`src/rtl/fetch_unit_if.sv`:
```
// Fetch-side bus of fetch_unit: control from decode, LUT write port, ROM port and status.
// The master modport is the fetch unit; the slave modport is the surrounding core.
interface fetch_unit_if #(
  parameter int PC_W    = 10,
  parameter int INSTR_W = 9,
  parameter int LUT_D   = 16
);
  localparam int IDX_W = (LUT_D > 1) ? $clog2(LUT_D) : 1;

  logic               stall_i;
  logic               branch_i;
  logic [IDX_W-1:0]   branch_idx_i;
  logic               lut_we_i;
  logic [IDX_W-1:0]   lut_waddr_i;
  logic [PC_W-1:0]    lut_wdata_i;
  logic [PC_W-1:0]    pc_o;
  logic [INSTR_W-1:0] instr_i;
  logic [INSTR_W-1:0] instr_o;
  logic               instr_valid_o;
  logic               done_o;
  logic [15:0]        cycle_count_o;

  modport master (
    input  stall_i, branch_i, branch_idx_i,
    input  lut_we_i, lut_waddr_i, lut_wdata_i,
    input  instr_i,
    output pc_o, instr_o, instr_valid_o, done_o, cycle_count_o
  );

  modport slave (
    output stall_i, branch_i, branch_idx_i,
    output lut_we_i, lut_waddr_i, lut_wdata_i,
    output instr_i,
    input  pc_o, instr_o, instr_valid_o, done_o, cycle_count_o
  );
endinterface

```
`src/rtl/fetch_unit.sv`:
```
// Instruction fetch stage driving a 1-cycle-latency ROM: sequential fetch, LUT-based
// branch redirect with squash of the in-flight word, stall skid, sticky halt detection.
module fetch_unit #(
  parameter int                 PC_W    = 10,
  parameter int                 INSTR_W = 9,
  parameter int                 LUT_D   = 16,
  parameter logic [INSTR_W-1:0] HALT_OP = '1
) (
  input logic          clk,
  input logic          reset,
  fetch_unit_if.master bus
);
  localparam int IDX_W = (LUT_D > 1) ? $clog2(LUT_D) : 1;

  typedef enum logic {
    RUN,
    HALT
  } state_e;

  state_e             state_q, state_d;
  logic [PC_W-1:0]    pc_q, pc_d;
  logic [INSTR_W-1:0] instr_q, instr_d;
  logic [INSTR_W-1:0] skid_q, skid_d;
  logic               valid_q, valid_d;
  logic               squash_q, squash_d;
  logic               live_q, live_d;
  logic               held_q, held_d;
  logic               done_q, done_d;
  logic [15:0]        count_q, count_d;
  logic [PC_W-1:0]    lut_q [LUT_D];

  logic               halt_hit;
  logic               take_branch;
  logic [INSTR_W-1:0] fetched;
  logic [PC_W-1:0]    target;

  assign halt_hit    = valid_q && (instr_q == HALT_OP);
  assign take_branch = bus.branch_i && valid_q;
  assign target      = lut_q[bus.branch_idx_i];

  // While stalled the ROM keeps re-reading the held pc, so the word that was in
  // flight when the stall began lives in the skid register until fetch resumes.
  assign fetched = held_q ? skid_q : bus.instr_i;

  always_comb begin
    // NOTE: every output of this block gets a default first so no path can infer a latch.
    state_d  = state_q;
    pc_d     = pc_q;
    instr_d  = instr_q;
    skid_d   = skid_q;
    valid_d  = valid_q;
    squash_d = squash_q;
    live_d   = live_q;
    held_d   = held_q;
    done_d   = done_q;
    count_d  = count_q;

    unique case (state_q)
      RUN: begin
        if (count_q != 16'hFFFF) count_d = count_q + 16'd1;

        if (halt_hit) begin
          state_d = HALT;
          done_d  = 1'b1;
          valid_d = 1'b0;
        end else if (take_branch) begin
          // Redirect now; the word already in flight from the old path is killed next cycle.
          pc_d     = target;
          valid_d  = 1'b0;
          squash_d = 1'b1;
          held_d   = 1'b0;
        end else if (bus.stall_i) begin
          if (!held_q) begin
            skid_d = bus.instr_i;
            held_d = 1'b1;
          end
        end else begin
          pc_d     = pc_q + 1'b1;
          instr_d  = fetched;
          // The ROM word seen in the first cycle after reset was not addressed by a fetch.
          valid_d  = live_q && !squash_q;
          squash_d = 1'b0;
          live_d   = 1'b1;
          held_d   = 1'b0;
        end
      end
      HALT: begin
        valid_d = 1'b0;
      end
      default: begin
        state_d = RUN;
      end
    endcase
  end

  // NOTE: sequential state uses non-blocking assignments so every register samples pre-edge values.
  always_ff @(posedge clk) begin
    if (reset) begin
      state_q  <= RUN;
      pc_q     <= '0;
      instr_q  <= '0;
      skid_q   <= '0;
      valid_q  <= 1'b0;
      squash_q <= 1'b0;
      live_q   <= 1'b0;
      held_q   <= 1'b0;
      done_q   <= 1'b0;
      count_q  <= '0;
    end else begin
      state_q  <= state_d;
      pc_q     <= pc_d;
      instr_q  <= instr_d;
      skid_q   <= skid_d;
      valid_q  <= valid_d;
      squash_q <= squash_d;
      live_q   <= live_d;
      held_q   <= held_d;
      done_q   <= done_d;
      count_q  <= count_d;
    end
  end

  // NOTE: the LUT must come out of reset all-zero, so it is a register array with an
  // explicit clear rather than an inferred RAM; reset also blocks a concurrent write.
  always_ff @(posedge clk) begin
    if (reset) begin
      for (int i = 0; i < LUT_D; i++) lut_q[i] <= '0;
    end else if (bus.lut_we_i) begin
      lut_q[bus.lut_waddr_i] <= bus.lut_wdata_i;
    end
  end

  assign bus.pc_o          = pc_q;
  assign bus.instr_o       = instr_q;
  assign bus.instr_valid_o = valid_q;
  assign bus.done_o        = done_q;
  assign bus.cycle_count_o = count_q;
endmodule

```
`src/flat_wrapper.sv`:
```
// flat-port wrapper written by rule: the top's interface ports become plain ports
module fetch_unit_flat 
#(
  parameter int                 PC_W    = 10,
  parameter int                 INSTR_W = 9,
  parameter int                 LUT_D   = 16,
  parameter logic [INSTR_W-1:0] HALT_OP = '1
)
  (clk, reset, bus_stall_i, bus_branch_i, bus_branch_idx_i, bus_lut_we_i, bus_lut_waddr_i, bus_lut_wdata_i, bus_instr_i, bus_pc_o, bus_instr_o, bus_instr_valid_o, bus_done_o, bus_cycle_count_o);
  fetch_unit_if #(.PC_W(PC_W), .INSTR_W(INSTR_W), .LUT_D(LUT_D)) bus_i ();
  input logic clk;
  input logic reset;
  input wire logic [$bits(bus_i.stall_i)-1:0] bus_stall_i;
  input wire logic [$bits(bus_i.branch_i)-1:0] bus_branch_i;
  input wire logic [$bits(bus_i.branch_idx_i)-1:0] bus_branch_idx_i;
  input wire logic [$bits(bus_i.lut_we_i)-1:0] bus_lut_we_i;
  input wire logic [$bits(bus_i.lut_waddr_i)-1:0] bus_lut_waddr_i;
  input wire logic [$bits(bus_i.lut_wdata_i)-1:0] bus_lut_wdata_i;
  input wire logic [$bits(bus_i.instr_i)-1:0] bus_instr_i;
  output wire logic [$bits(bus_i.pc_o)-1:0] bus_pc_o;
  output wire logic [$bits(bus_i.instr_o)-1:0] bus_instr_o;
  output wire logic [$bits(bus_i.instr_valid_o)-1:0] bus_instr_valid_o;
  output wire logic [$bits(bus_i.done_o)-1:0] bus_done_o;
  output wire logic [$bits(bus_i.cycle_count_o)-1:0] bus_cycle_count_o;
  assign bus_i.stall_i = bus_stall_i;
  assign bus_i.branch_i = bus_branch_i;
  assign bus_i.branch_idx_i = bus_branch_idx_i;
  assign bus_i.lut_we_i = bus_lut_we_i;
  assign bus_i.lut_waddr_i = bus_lut_waddr_i;
  assign bus_i.lut_wdata_i = bus_lut_wdata_i;
  assign bus_i.instr_i = bus_instr_i;
  assign bus_pc_o = bus_i.pc_o;
  assign bus_instr_o = bus_i.instr_o;
  assign bus_instr_valid_o = bus_i.instr_valid_o;
  assign bus_done_o = bus_i.done_o;
  assign bus_cycle_count_o = bus_i.cycle_count_o;
  fetch_unit #(.PC_W(PC_W), .INSTR_W(INSTR_W), .LUT_D(LUT_D), .HALT_OP(HALT_OP)) u_core (.clk(clk), .reset(reset), .bus(bus_i));
endmodule
```
`config.mk`:
```
export PLATFORM = sky130hd
export DESIGN_NAME = fetch_unit_flat
export DESIGN_NICKNAME = d
export VERILOG_FILES = /design/src/rtl/fetch_unit_if.sv /design/src/rtl/fetch_unit.sv /design/src/flat_wrapper.sv
export SDC_FILE = /design/constraint.sdc
export NUM_CORES = 1
export LEC_CHECK = 0
export ABC_AREA = 1
export BUFFER_PORTS_ARGS = -buffer_cell sky130_fd_sc_hd__buf_2
export CAP_MARGIN = 0
export CORE_UTILIZATION = 35
export DETAILED_ROUTE_END_ITERATION = 10
export GPL_TIMING_DRIVEN = 0
export PLACE_DENSITY = 0.57
export REMOVE_ABC_BUFFERS = 1
export SYNTH_ARGS = -nofsm -noshare
export SYNTH_HDL_FRONTEND = slang
export SYNTH_SLANG_ARGS = --single-unit
```
`constraint.sdc`:
```
create_clock -name clk -period 2.75 [get_ports clk]
set_input_delay 0 -clock clk [delete_from_list [all_inputs] [get_ports clk]]
set_output_delay 0 -clock clk [all_outputs]
set_load 0.005 [all_outputs]
```
==> flow_summary.yaml, run 1 <==
logic_synthesis:
  yosysUniqueCellTypes: 38
  synthesis.area_sq_mm: 0.00990
  syn-mean-instance-area_sq_um: 8.97
  ys_seq_elements: 210
  yosys_warnings: 0
  yosysSeqAreaShare_pct: 58.7
  syn_inst: 1103
placed_design:
  dp_hpwl_mm: 15.3
  place_congestion: 0.795
  dp_slack_ns: -0.644
  portBuffers: 68
clock_network:
  clkTransAtPathRegs_ns: 0.06
  cts_tree: "done"
  clk_latency_ns: 0.52
  cts_buffer_depth: 3
  postCtsSetupRepairBufs: 0
  cts_made_buffers: 25
  cts.sinks: 210
  cts-htree-levels: 1
  cts_root_buf: "clkbuf_16"
global_route:
  grt_pass1_vias: 6957
  grt_pass1_wl_mm: 39.0
  antenna_found_initial: 0
  grt_overflow: 0
  track_usage_pct: 17.6
  grt_max_degree: 67
power_and_ir_drop:
  sw_frac_of_total_pct: 24.1
  p_leak_uw: 0.00444
  p_sw_uw: 1750
  p_seq_share_pct: 50.0
  irDropWorstVdd_uv: 451
  p_clk_share_pct: 41.6
  p_int_uw: 5530
  p_comb_share_pct: 8.4
  pwr_density_cell_mw_per_mm2: 642
detailed_routing:
  drt-total-wl_mm: 25.4
  final_antenna_net_count: 0
  drtIter0Drc: 535
  vias_per_cell: 4.91
  routedWlPerCell_um: 16.4
  num_vias: 7607
  drc: 0
  firstDrtPassIters: 5
timing:
  worst_clock_skew_ns: 0.0190
  drv_slew: 0
  period_needed_ns: 2.45
  post-route-period-util_pct: 89.2
  tns_ns: 0
  fin_ws_ns: 0.296
  hold_violations: 0
  worst_pin_slew_ns: 1.28
  setup_viol: 0
  slew_headroom_pct: 14.8
  rsz0062_at_grt: "no"
  fmax_mhz: 408
floorplan:
  io_pins: 69
  initial_core_util_pct: 35.6
  die_h_um: 170
  core_area_sq_mm: 0.0278
  row_count: 61
  die_area_sq_mm: 0.0290
  die_x_um: 170
critical_path:
  rr_worst_depth: 7
  r2r_end: "u_core.bus.instr_o[6]"
  required_ns: 3.14
  path_max_fanout: 13
  crit_arrival_ns: 2.85
  crit_path_start_kind: "flip-flop"
  r2r_slack_ns: 0.30
  endpoint_kind: "flip-flop"
  path_class: "flip-flop to flip-flop"
  cp-startpoint: "u_core.bus.instr_valid_o"
  crit_end: "u_core.bus.instr_o[6]"
  timing.rr.start: "u_core.bus.instr_valid_o"
status:
  outcome: "finished clean"
final_layout:
  layout-drive-gt1-share_pct: 11.4
  n_antenna_cell: 0
  fin_util_pct: 40.8
  layout_common_cells: "nor2_1, nand2_1, edfxtp_1, o21ai_0, buf_2"
  multi_input_area_sq_mm: 0.00343
  fillers: 2798
  final_nets: 1186
  area_delta_synth_final_pct: 14.6
  layout_commonest_cell: "nor2_1"
  seqCellArea_sq_mm: 0.00581
flow_run:
  drv_cap: 0
min_path:
  min_path_type: "input pin to flip-flop"
## layer usage
metal	GRT usage, %	up-vias	wire length (um)
met5	0	-	0
met4	6.66	0	833
met3	1.95	52	1110
met2	30.0	184	12600
met1	23.0	3622	10800
li1	-	3749	-
## synth_stat cells
master    instances  area [sq um]
nor2_1          292          1100
nand2_1         181           679
edfxtp_1        160          4800
o21ai_0          77           385
inv_1            66           248
nand3_1          64           320
dfxtp_1          50          1000
a21oi_1          46           230
buf_2            32           160
clkbuf_1         23          86.3
o211ai_1         22           165
o21ai_1          12          60.1
xnor2_1           9          78.8
a21oi_2           8          70.1
buf_4             6          45.0
buf_6             6          67.6
inv_2             6          22.5
xor2_1            5          43.8
nand2_2           4          25.0
nand4_1           4          25.0
nor2_4            4          45.0
nor3_2            3          30.0
clkbuf_2          2          10.0
clkinv_1          2          7.51
ha_1              2          25.0
nand2_4           2          22.5
nor3_1            2          10.0
o211ai_2          2          25.0
o21bai_1          2          15.0
a31oi_1           1          6.26
and3_1            1          6.26
buf_8             1          15.0
inv_4             1          6.26
nand3b_1          1          7.51
nand4_4           1          21.3
nor2_2            1          6.26
nor3_4            1          16.3
nor3b_1           1          7.51
## worst min path at each step
stage	startpoint	end	depth (start not counted)
after global routing	bus_lut_wdata_i[6]	u_core.lut_q[4][6]	3
after detailed placement	bus_stall_i	u_core.bus.instr_valid_o	4
final	bus_lut_wdata_i[6]	u_core.lut_q[10][6]	3
after global placement	bus_stall_i	u_core.bus.instr_valid_o	4
after CTS	bus_lut_wdata_i[6]	u_core.lut_q[7][6]	3
after floorplan	reset	u_core.bus.cycle_count_o[10]	1
## registers in the layout (all words and copies together) (netlist names)
register / cells
u_core.lut_q: 160
u_core.skid_q: 9
u_core.held_q: 1
u_core.bus.done_o: 1
u_core.bus.pc_o: 10
u_core.live_q: 1
u_core.bus.instr_o: 9
u_core.state_q: 1
u_core.bus.cycle_count_o: 16
u_core.squash_q: 1
u_core.bus.instr_valid_o: 1
## cell families (layout without fill, tap and decap cells)
logic type	Yosys count	in the layout	synth area share [%]
and+or+nand+nor	562	562	23.4
xor gates and xnor gates	14	14	1.24
buffers and inverters	145	213	6.75
adders and majority gates	2	2	0.253
DFF	210	210	58.7
AOI/OAI and AO/OA	170	170	9.67
## power by group through the flow
stage | registers [uW] | clock network [uW] | logic [uW]
after floorplan | 3690 | 0 | 324
after global placement | 3700 | 0 | 573
after detailed placement | 3710 | 0 | 582
after CTS | 3640 | 3090 | 611
after global routing | 3660 | 3220 | 679
final | 3640 | 3030 | 610
## worst max-delay path, stage by stage (launching register included)
cell and delay (ns):
dfxtp_1 0.35, nand2_2 0.20, inv_2 0.19, nor3_4 0.47, inv_1 0.32, nand2_1 0.15
a21oi_1 0.08, dlygate4sd3_1 0.57
## metrics by stage
stage,power (uW),std cells,area [sq um],hold WS (ns)
floorplan,4020,1033,9510,0.0691
finish,7280,1549,11300,0.129
global placement,4280,1479,10300,0.395
detailed placement,4290,1480,10400,0.398
CTS,7340,1549,11300,0.111
global route,7560,1549,11300,0.149
## cell type report
cell class / instances / share of cell area (%)
inverters: 75 / 2.54
well taps: 378 / 4.17
clock buffers: 32 / 5.75
repair buffers: 92 / 5.29
flip-flops and latches: 210 / 51.2
clock inverters: 14 / 0.838
multi-input cells: 748 / 30.2
## what timing repair did
action                                  CTS  global route
hold endpoints to repair                 35             0
endpoints found under the setup margin   52             9
hold buffers                             23             0
resized for setup                         1             1
No activity file was read; power rests on OpenSTA's default activity.
==> run 2: changes to the inputs <==
Clock period 2.75 ns to 2.65 ns, I/O delays scaled along.
==> flow_summary.yaml, run 2 (synthesis gave the netlist of run 1 again) <==
status:
  outcome: "finished clean"
power_and_ir_drop:
  sw_frac_of_total_pct: 24.1
  p_sw_uw: 1810
  p_leak_uw: 0.00438
  p_clk_share_pct: 41.7
  p_int_uw: 5730
  p_comb_share_pct: 8.2
  p_seq_share_pct: 50.1
  irDropWorstVdd_uv: 471
  pwr_density_cell_mw_per_mm2: 670
timing:
  hold_violations: 0
  slew_headroom_pct: 15.4
  worst_clock_skew_ns: 0.0188
  rsz0062_at_grt: "no"
  fmax_mhz: 446
  setup_viol: 0
  period_needed_ns: 2.24
  post-route-period-util_pct: 84.5
  drv_slew: 0
  fin_ws_ns: 0.410
  worst_pin_slew_ns: 1.27
critical_path:
  crit_path_start_kind: "flip-flop"
  path_class: "flip-flop to flip-flop"
  path_max_fanout: 13
  endpoint_kind: "flip-flop"
  required_ns: 3.10
  crit_arrival_ns: 2.69
floorplan:
  die_x_um: 170
  die_area_sq_mm: 0.0290
  die_h_um: 170
  io_pins: 69
  row_count: 61
  initial_core_util_pct: 35.6
  core_area_sq_mm: 0.0278
detailed_routing:
  drc: 0
  vias_per_cell: 4.89
  firstDrtPassIters: 5
  drt-total-wl_mm: 25.1
  final_antenna_net_count: 0
  top_layer: "met4"
  route.met3.wl_mm: 1.17
  num_vias: 7530
  wl_met1_mm: 10.8
  drtIter0Drc: 544
  wl_met2_mm: 12.3
  routedWlPerCell_um: 16.3
final_layout:
  largest-register: "u_core.lut_q"
  layout_common_cells: "nor2_1, nand2_1, edfxtp_1, o21ai_0, buf_2"
  n_antenna_cell: 0
  final_nets: 1177
  layout_commonest_cell: "nor2_1"
  area_delta_synth_final_pct: 13.6
  layout-drive-gt1-share_pct: 11.4
  fin_area_sq_mm: 0.0112
  largest_reg_flops: 160
min_path:
  min_path_type: "input pin to flip-flop"
global_route:
  antenna_found_initial: 0
  grt_overflow: 0
  grt_max_degree: 67
  grt_pass1_vias: 6911
  track_usage_pct: 17.5
  grt_pass1_wl_mm: 38.8
clock_network:
  cts_tree: "done"
  cts_made_buffers: 25
  postCtsSetupRepairBufs: 0
  cts_root_buf: "clkbuf_16"
  cts-htree-levels: 1
  cts_buffer_depth: 3
  clk_latency_ns: 0.52
  cts.sinks: 210
  clkTransAtPathRegs_ns: 0.06
placed_design:
  dp_slack_ns: -0.744
  place_congestion: 0.795
  dp_hpwl_mm: 15.3
  dpl_cell_area_sq_mm: 0.0104
  portBuffers: 68
flow_run:
  drv_cap: 0
## run 2: final cells by class
class | instances | area [sq um]
clock inverters | 14 | 95.1
flip-flops and latches | 210 | 5810
fillers | 2808 | 16500
repair buffers | 83 | 510
well taps | 378 | 473
clock buffers | 32 | 652
inverters | 75 | 288
multi-input cells | 748 | 3420
## run 2: repair_timing
action	in CTS	in global routing
endpoints found under the hold margin	35	0
hold buffers	14	0
gates resized for setup	1	0
endpoints found under the setup margin	90	0
## run 2: worst paths after layout
path,startpoint,end,slack [ns],cells past startpoint
max,u_core.bus.instr_valid_o,u_core.bus.instr_valid_o,0.41,6
min,bus_lut_wdata_i[6],u_core.lut_q[12][6],0.12,3
max reg2reg,u_core.bus.instr_valid_o,u_core.bus.instr_valid_o,0.41,6
min reg2reg,u_core.skid_q[7],u_core.skid_q[7],0.45,2
## run 2: through the flow
stage                     cells  utilization, %  total power (uW)  setup TNS [ns]  hold WS, ns
final                      1540            40.5              7540               0        0.125
after CTS                  1540            40.5              7610               0        0.111
after floorplan            1033               -              4170               0       0.0691
after global routing       1540            40.5              7830               0        0.149
after detailed placement   1480            37.3              4450         -105.59        0.398
after global placement     1479            37.2              4440         -105.25        0.395
## run 2: layer usage
metal  up-vias  GRT usage (%)
met5         -              0
met4         0           6.66
met3        55           1.95
met2       182           29.8
met1      3561           22.9
li1       3732              -
## run 2: worst max-delay path, stage by stage (launching register included)
cell           delay, ns
dfxtp_1             0.35
nand2_2             0.19
inv_2               0.18
nor3_2              0.66
nand2_1             0.11
a21oi_1             0.14
dlygate4sd3_1       0.55
## run 2: power by group through the flow
stage	clock network [uW]	logic, uW	registers [uW]
global route	3340	690	3790
floorplan	0	337	3830
detailed placement	0	604	3850
global placement	0	594	3840
CTS	3210	623	3780
finish	3140	618	3780
